`src/rtl/fir_seq_pkg.sv`:
```
// Shared types and defaults for the FIR tap sequencer.
//   state_e : sequencer states (IDLE, RST, MODE, LOAD, RUN)
//   coef_t  : signed coefficient/sample type at the default width
//   *_DEF   : default tap count and data widths of the 4-tap 6-bit tile
package fir_seq_pkg;

  localparam int unsigned N_TAPS_DEF = 4;
  localparam int unsigned BW_IN_DEF  = 6;
  localparam int unsigned BW_OUT_DEF = 8;

  typedef enum logic [2:0] {
    IDLE,
    RST,
    MODE,
    LOAD,
    RUN
  } state_e;

  typedef logic signed [BW_IN_DEF-1:0] coef_t;

endpackage

```
`src/rtl/fir_seq_coef_bank.sv`:
```
// Shadow coefficient bank for the FIR tap sequencer.
// Host writes land here immediately; the sequencer reads one entry per LOAD
// cycle, so a write only reaches the tile at the next programming sequence.
//   clk, reset_n : clock, asynchronous active-low reset (clears all taps)
//   wr_en_i      : write strobe
//   wr_idx_i     : tap index to write
//   wr_data_i    : signed coefficient value
//   rd_idx_i     : tap index to read (combinational)
//   rd_data_o    : coefficient at rd_idx_i
module fir_seq_coef_bank
  import fir_seq_pkg::*;
#(
  parameter int unsigned N_TAPS = N_TAPS_DEF,
  parameter int unsigned BW_IN  = BW_IN_DEF,
  localparam int unsigned IDX_W = $clog2(N_TAPS)
) (
  input  logic                    clk,
  input  logic                    reset_n,
  input  logic                    wr_en_i,
  input  logic [IDX_W-1:0]        wr_idx_i,
  input  logic signed [BW_IN-1:0] wr_data_i,
  input  logic [IDX_W-1:0]        rd_idx_i,
  output logic signed [BW_IN-1:0] rd_data_o
);

  logic signed [BW_IN-1:0] coef_q [N_TAPS];

  always_ff @(posedge clk or negedge reset_n) begin
    if (!reset_n) begin
      for (int unsigned i = 0; i < N_TAPS; i++) begin
        coef_q[i] <= '0;
      end
    end else if (wr_en_i) begin
      coef_q[wr_idx_i] <= wr_data_i;
    end
  end

  // Read returns the pre-write value during a same-cycle write, so a write to
  // the tap being loaded never alters that cycle's step.
  assign rd_data_o = coef_q[rd_idx_i];

endmodule

```
`src/rtl/fir_tap_sequencer.sv`:
```
// Controller for the 4-tap 6-bit FIR tile.
// Drives the tile pin protocol (reset step, mode step, N_TAPS coefficient
// steps tap N-1 first, then one step per accepted sample) and bridges it to a
// host coefficient write port and valid/ready sample/result streams.
//   clk, reset_n           : clock, asynchronous active-low reset
//   coef_wr/idx/data       : shadow coefficient write port
//   start, stop            : program-then-run / return-to-idle pulses
//   busy                   : high while programming (RST/MODE/LOAD)
//   s_valid/s_ready/s_data : sample input stream
//   m_valid/m_ready/m_data : result output stream
//   fir_rst/fir_step/fir_x : tile control and data, qualified by fir_step
//   fir_y                  : tile output
// Optional: define FIR_SEQ_PERF_EN to add saturating perf_samples (accepted
// samples) and perf_stalls (RUN cycles with s_valid && !s_ready) outputs.
module fir_tap_sequencer
  import fir_seq_pkg::*;
#(
  parameter int unsigned N_TAPS = N_TAPS_DEF,
  parameter int unsigned BW_IN  = BW_IN_DEF,
  parameter int unsigned BW_OUT = BW_OUT_DEF,
  localparam int unsigned IDX_W = $clog2(N_TAPS)
) (
  input  logic                     clk,
  input  logic                     reset_n,
  input  logic                     coef_wr,
  input  logic [IDX_W-1:0]         coef_idx,
  input  logic signed [BW_IN-1:0]  coef_data,
  input  logic                     start,
  input  logic                     stop,
  output logic                     busy,
  input  logic                     s_valid,
  output logic                     s_ready,
  input  logic signed [BW_IN-1:0]  s_data,
  output logic                     m_valid,
  input  logic                     m_ready,
  output logic signed [BW_OUT-1:0] m_data,
  output logic                     fir_rst,
  output logic                     fir_step,
  output logic signed [BW_IN-1:0]  fir_x,
  input  logic signed [BW_OUT-1:0] fir_y
`ifdef FIR_SEQ_PERF_EN
  ,output logic [15:0]             perf_samples
  ,output logic [15:0]             perf_stalls
`endif
);

  state_e                  state_q, state_d;
  logic [IDX_W-1:0]        load_cnt_q, load_cnt_d;
  logic                    cap_q, cap_d;
  logic                    start_pend_q, start_pend_d;
  logic                    stop_pend_q, stop_pend_d;
  logic                    m_valid_q, m_valid_d;
  logic signed [BW_OUT-1:0] m_data_q, m_data_d;
  logic signed [BW_IN-1:0] coef_rd;
  logic                    accept;

  fir_seq_coef_bank #(
    .N_TAPS (N_TAPS),
    .BW_IN  (BW_IN)
  ) u_coef_bank (
    .clk       (clk),
    .reset_n   (reset_n),
    .wr_en_i   (coef_wr),
    .wr_idx_i  (coef_idx),
    .wr_data_i (coef_data),
    .rd_idx_i  (load_cnt_q),
    .rd_data_o (coef_rd)
  );

  // One sample in flight at a time: a new sample is refused while its result
  // is being captured or waiting for the host, or while a start/stop is queued.
  assign s_ready = (state_q == RUN) && !m_valid_q && !cap_q
                   && !start_pend_q && !stop_pend_q;
  assign accept  = s_valid && s_ready;
  assign m_valid = m_valid_q;
  assign m_data  = m_data_q;

  always_comb begin
    state_d      = state_q;
    load_cnt_d   = load_cnt_q;
    cap_d        = cap_q;
    start_pend_d = start_pend_q;
    stop_pend_d  = stop_pend_q;
    m_valid_d    = m_valid_q;
    m_data_d     = m_data_q;
    fir_step     = 1'b0;
    fir_rst      = 1'b0;
    fir_x        = '0;
    busy         = 1'b0;

    case (state_q)
      IDLE: begin
        if (start) state_d = RST;
      end
      RST: begin
        busy     = 1'b1;
        fir_step = 1'b1;
        fir_rst  = 1'b1;
        if (stop) stop_pend_d = 1'b1;
        state_d  = MODE;
      end
      MODE: begin
        busy       = 1'b1;
        fir_step   = 1'b1;
        if (stop) stop_pend_d = 1'b1;
        load_cnt_d = IDX_W'(N_TAPS - 1);
        state_d    = LOAD;
      end
      LOAD: begin
        busy     = 1'b1;
        fir_step = 1'b1;
        fir_x    = coef_rd;
        if (stop) stop_pend_d = 1'b1;
        if (load_cnt_q == '0) begin
          state_d = RUN;
        end else begin
          load_cnt_d = load_cnt_q - IDX_W'(1);
        end
      end
      RUN: begin
        if (start) start_pend_d = 1'b1;
        if (stop)  stop_pend_d  = 1'b1;
        if (accept) begin
          fir_step = 1'b1;
          fir_x    = s_data;
          cap_d    = 1'b1;
        end
        // Tile output settles the cycle after its step; capture it then.
        if (cap_q) begin
          m_data_d  = fir_y;
          m_valid_d = 1'b1;
          cap_d     = 1'b0;
        end
        if (m_valid_q && m_ready) m_valid_d = 1'b0;
        // Leave only once no result is in flight; stop wins over start.
        if (!cap_q && !m_valid_q) begin
          if (stop_pend_q) begin
            state_d      = IDLE;
            stop_pend_d  = 1'b0;
            start_pend_d = 1'b0;
          end else if (start_pend_q) begin
            state_d      = RST;
            start_pend_d = 1'b0;
          end
        end
      end
      default: state_d = IDLE;
    endcase
  end

  always_ff @(posedge clk or negedge reset_n) begin
    if (!reset_n) begin
      state_q      <= IDLE;
      load_cnt_q   <= '0;
      cap_q        <= 1'b0;
      start_pend_q <= 1'b0;
      stop_pend_q  <= 1'b0;
      m_valid_q    <= 1'b0;
      m_data_q     <= '0;
    end else begin
      state_q      <= state_d;
      load_cnt_q   <= load_cnt_d;
      cap_q        <= cap_d;
      start_pend_q <= start_pend_d;
      stop_pend_q  <= stop_pend_d;
      m_valid_q    <= m_valid_d;
      m_data_q     <= m_data_d;
    end
  end

`ifdef FIR_SEQ_PERF_EN
  logic [15:0] perf_samples_q;
  logic [15:0] perf_stalls_q;
  logic        stall;

  assign stall = (state_q == RUN) && s_valid && !s_ready;

  always_ff @(posedge clk or negedge reset_n) begin
    if (!reset_n) begin
      perf_samples_q <= '0;
      perf_stalls_q  <= '0;
    end else if (state_d == RST && state_q != RST) begin
      perf_samples_q <= '0;
      perf_stalls_q  <= '0;
    end else begin
      if (accept && perf_samples_q != '1) perf_samples_q <= perf_samples_q + 16'd1;
      if (stall && perf_stalls_q != '1)   perf_stalls_q  <= perf_stalls_q + 16'd1;
    end
  end

  assign perf_samples = perf_samples_q;
  assign perf_stalls  = perf_stalls_q;
`endif

endmodule

```
`config.mk`:
```
export PLATFORM = sky130hd
export DESIGN_NAME = fir_tap_sequencer
export DESIGN_NICKNAME = d
export VERILOG_FILES = /design/src/rtl/fir_seq_pkg.sv /design/src/rtl/fir_seq_coef_bank.sv /design/src/rtl/fir_tap_sequencer.sv
export SDC_FILE = /design/constraint.sdc
export NUM_CORES = 1
export LEC_CHECK = 0
export BUFFER_PORTS_ARGS = -buffer_cell sky130_fd_sc_hd__buf_2
export CAP_MARGIN = 0
export CORE_MARGIN = 4
export CORE_UTILIZATION = 35
export DETAILED_ROUTE_END_ITERATION = 6
export PLACE_DENSITY = 0.66
export SLEW_MARGIN = 5
export SYNTH_ARGS = -nofsm -noshare
export SYNTH_HDL_FRONTEND = slang
export SYNTH_SLANG_ARGS = --single-unit
```
`constraint.sdc`:
```
create_clock -name clk -period 2.3 [get_ports clk]
set_clock_uncertainty 0.15 [all_clocks]
set_input_delay 0.345 -clock clk [delete_from_list [all_inputs] [get_ports clk]]
set_output_delay 0.345 -clock clk [all_outputs]
set_load 0.1 [all_outputs]
```
# Yosys cells after proc, flatten, opt, wreduce, memory -nomap -nowiden
# Index checks and enable logic that the tools add are counted.
# totals
reg_bits	41
latchBits	0
ram_bits	0
mem_bits_ro	0
inputBits	29
mem_count	0
# classes
n_addsub	1
n_mul	0
div_mod_pow	0
order_cmp	3
n_eq_ne	9
shift	0
mux	31
bitwise_logic	2
reduce_logical	22
# op_table
cell	n
24-bit bitwise mux	1
6-bit two-way mux	4
3-bit two-way mux	5
3-bit one-hot mux with 5 select lines	1
1-bit two-way mux	13
6-bit binary-select mux with 2-bit select	1
6-bit demux with 2-bit select	1
6-bit one-hot mux with 2 select lines	1
1-bit logical AND	8
3-bit by 2-bit == test with 1-bit output (second input constant)	2
3-bit greater-or-equal comparator (second input constant)	2
2-bit inequality test (second input constant)	3
2-bit inverter with 3-bit output	2
2-bit AND reduction	3
2-bit nonzero test	3
1-bit zero test	4
1-bit one-hot mux with 2 select lines	2
2-bit one-hot mux with 2 select lines	1
4-bit AND reduction	1
3-bit by 1-bit == test with 1-bit output (second input constant)	1
3-bit == test (second input constant)	1
3-bit zero test	1
3-bit by 1-bit < comparator with 1-bit output (second input constant)	1
3-bit inequality test (second input constant)	1
other kinds (5)	5

# Longest topological paths before layout
# logic_depth
depth_word	8
depth_mapped	7

# Modules after synthesis
# Synthesis repeated with hierarchy kept, for this count alone.
# hier_totals
cells_unflattened	133
hier_area_um2	1908.1
# by_module_without_submodules
module	n_inst	cells_each	area_each_um2	seq_area_each_um2
fir_seq_coef_bank	1	59	1057.3	600.6
fir_tap_sequencer	1	74	850.8	425.4

# Worst setup path after synthesis
# OpenSTA, ideal clock, no wires.
# synth_path
path_kind	register -> output
from	reg state_q[1]
to	out fir_rst
arrival_time_ns	2.623
path_slack_ns	-0.818
path_stages_with_launch	3
cell_sequence	dfrtp_1 buf_2 nor3_1
# synth_via
elab_chain_cells	2
# synth_lines
element	line	source
start, declared	fir_tap_sequencer.sv:47	state_e state_q, state_d;
start signal, assigned	fir_tap_sequencer.sv:161	state_q <= state_d;
3-bit by 1-bit == test with 1-bit output	fir_tap_sequencer.sv:91	case (state_q)
1-bit two-way mux	fir_tap_sequencer.sv:91	
end, declared	fir_tap_sequencer.sv:37	output logic fir_rst,
# No other way between the ends.

# Worst setup path in the final report
# layout_path
from	reg cap_q
to	out fir_x[5]
# layout_via
elab_chain_cells	7
# layout_lines
element	line	source
start, declared	fir_tap_sequencer.sv:49	logic cap_q, cap_d;
start signal, assigned	fir_tap_sequencer.sv:163	cap_q <= cap_d;
1-bit zero test	fir_tap_sequencer.sv:72	assign s_ready = (state_q == RUN) && !m_valid_q && !cap_q
1-bit logical AND	fir_tap_sequencer.sv:72	
1-bit logical AND (2 in series)	fir_tap_sequencer.sv:73	&& !start_pend_q && !stop_pend_q;
1-bit logical AND	fir_tap_sequencer.sv:74	assign accept = s_valid && s_ready;
6-bit two-way mux	fir_tap_sequencer.sv:123	if (accept) begin
6-bit one-hot mux with 2 select lines	fir_tap_sequencer.sv:91	
end, declared	fir_tap_sequencer.sv:39	output logic signed [BW_IN-1:0] fir_x,
# No other way between the ends.

==> results.py <==
metrics = {
    "synth": {
        "syn_area_mm2": 0.00195,
        "ys_ff_latch": 41,
        "synthFlopType": "dfrtp_1",
        "synth_nets": 182,
        "avgSynthCellArea_um2": 12.8,
        "async_reset_ff_frac": 1.00,
        "synth_enable_flop_cells": 0,
        "ys_warn_count": 0,
        "synthCells": 152,
        "ys_types": 35,
        "seq_area_frac_synth": 0.526,
    },
    "cts": {
        "cts.htree.levels": 2,
        "cts_made_buffers": 5,
        "cts.sinks": 41,
        "clockRootBuffer": "clkbuf_8",
        "cts_tree": "yes",
        "cts.clk_slew.worst_paths_ns": 0.07,
        "cts.path.max_buffers": 2,
        "clock_latency_ns": 0.30,
    },
    "global_route": {
        "grt_max_degree": 20,
        "grtUsageTotal": 0.138,
        "grt_pass1_vias": 1441,
        "antenna_found_initial": 0,
        "grt_first_pass_wirelength_mm": 7.00,
        "grt.overflow.total": 0,
    },
    "power_and_ir_drop": {
        "p_leak_nw": 1.22,
        "irDropWorstVdd_uv": 902,
        "power.density_mw_per_mm2": 1330,
    },
    "die": {
        "dieArea_mm2": 0.00683,
        "fp.coreArea_mm2": 0.00524,
        "start_util": 0.372,
        "die_y_um": 82.7,
        "die_x_um": 82.7,
        "rows": 26,
        "pin_count": 48,
    },
    "placed_design": {
        "place_area_mm2": 0.00243,
        "portBuffers": 47,
        "gp_congestion": 0.826,
        "hpwl_mm": 3.01,
        "dp.cells": 270,
    },
    "timing": {
        "fin_crit_ns": 2.19,
        "min_period_over_period": 0.953,
        "setup_violations": 0,
        "tns_ns": 0,
        "fmax_ghz": 0.456,
        "finalMaxSlewViolations": 0,
        "hold_violations": 0,
        "worstMarginPinSlew_ns": 0.616,
        "slew-limit-headroom": 0.587,
    },
    "critical_path": {
        "worstSetupEndpointType": "output port",
        "crit_fanout": 8,
        "path_class": "reg2out",
        "ff2ff_setup_slack_ns": 0.53,
        "cp-start-kind": "flip-flop",
        "required_ns": 1.80,
        "crit_arrival_ns": 1.70,
    },
    "route": {
        "wl_per_cell_um": 15.1,
        "ant_nets": 0,
        "via_count": 1382,
        "first_iter_violations": 77,
        "drt-total-wl_mm": 4.22,
        "drt_drc_violations_left": 0,
        "first_pass_iters": 4,
        "avgViaCountPerCell": 4.95,
    },
    "finish": {
        "fin_area_mm2": 0.00256,
        "syn_to_final_growth_pct": 31.5,
        "layout_common_cells": "buf_2 (39), dfrtp_1 (38), mux2_2 (33), mux2i_1 (12)",
        "nNetsFinal": 239,
        "antenna_cells": 0,
        "drive_above_1_share": 0.560,
        "final_common_cell": "buf_2",
        "layoutNonFillerInstCount": 279,
        "fin_util": 0.490,
    },
    "worst_hold_path": {
        "hold_path.class": "in2reg",
    },
    "status": {
        "status": "finished clean",
    },
    "flow_run": {
        "maxCapViolCount": 0,
    },
}
-- Yosys cell counts (3+ instances only) --
library cell,number,area (um2)
a21oi_1,6,30.0
o22ai_1,7,43.8
nor3_1,3,15.0
nand2_1,3,11.3
mux2_2,33,372
a21o_1,7,52.6
mux2i_1,12,120
a31oi_1,4,25.0
buf_2,3,15.0
inv_1,4,15.0
nor2_1,3,11.3
dfrtp_1,41,1030
-- worst paths after layout --
kind / startpoint / end / depth (start not counted)
worst max-delay path: cap_q / fir_x[5] / 4
worst min-delay path: m_ready / m_valid / 2
worst max register to register: load_cnt_q[1] / load_cnt_q[0] / 6
min in group asynchronous: reset_n / u_coef_bank.coef_q[12] / 2
max in group asynchronous: reset_n / cap_q / 3
worst min register to register: m_data[4] / m_data[4] / 1
-- metal layers --
layer	share of wire	vias to the layer above	track usage
met5	0	-	0
li1	-	673	-
met3	0.044	6	0.0412
met2	0.50	28	0.224
met1	0.44	675	0.177
met4	0.016	0	0.0441
-- area by class of cell --
type / count / area [um2]
Clock buffer: 6 / 82.6
Clock inverter: 1 / 7.51
Fill cell: 467 / 2670
Inverter: 4 / 15.0
Multi-Input combinational cell: 101 / 917
Sequential cell: 41 / 1030
Tap cell: 70 / 87.6
Timing Repair Buffer: 56 / 425
-- cells by family (layout without fill, tap and decap cells) --
logic type	after synthesis	count (layout)	share of synthesized area
AND/OR/NAND/NOR	29	29	0.105
multiplexers	45	45	0.252
adder cells (fa/ha/maj)	1	1	0.00641
flip-flops	41	41	0.526
buffers and inverters	10	67	0.0269
AO/OA/AOI/OAI	26	26	0.0840
-- flip-flops by register name, indices dropped and copies added, names as in the netlist --
register	cells
m_valid	1
start_pend_q	1
m_data	8
state_q	3
stop_pend_q	1
cap_q	1
u_coef_bank.coef_q	24
load_cnt_q	2
-- per-stage QoR --
step	power (mW)	worst slack, ns	hold slack, ns
final	3.40	0.109	0.0801
after global routing	3.58	-0.000158	0.0736
after CTS	3.42	0.0251	0.0785
after detailed placement	2.91	0.158	0.106
after global placement	2.89	0.169	0.0986
after floorplan	2.32	0.00230	-0.101
-- critical path, cell delays in order, from the launching register on --
cell and delay [ns]:
dfrtp_2 0.46, nor4_4 0.28, and3_4 0.31, a21o_2 0.18, buf_12 0.17
-- timing repair --
item | CTS | global route
buffers inserted | 1 | 0
gates resized for setup | 3 | 4
pin swaps | 1 | 1
endpoints found under the hold margin | 10 | 0
hold buffers | 1 | 0
endpoints found under the setup margin | 7 | 7
-- power by group --
group,total (mW),internal (mW),switching [mW]
combinational,1.95,0.724,1.22
sequential,0.975,0.863,0.112
clock,0.482,0.237,0.245
total,3.40,1.82,1.58
Power figures use the tool's default switching activity.
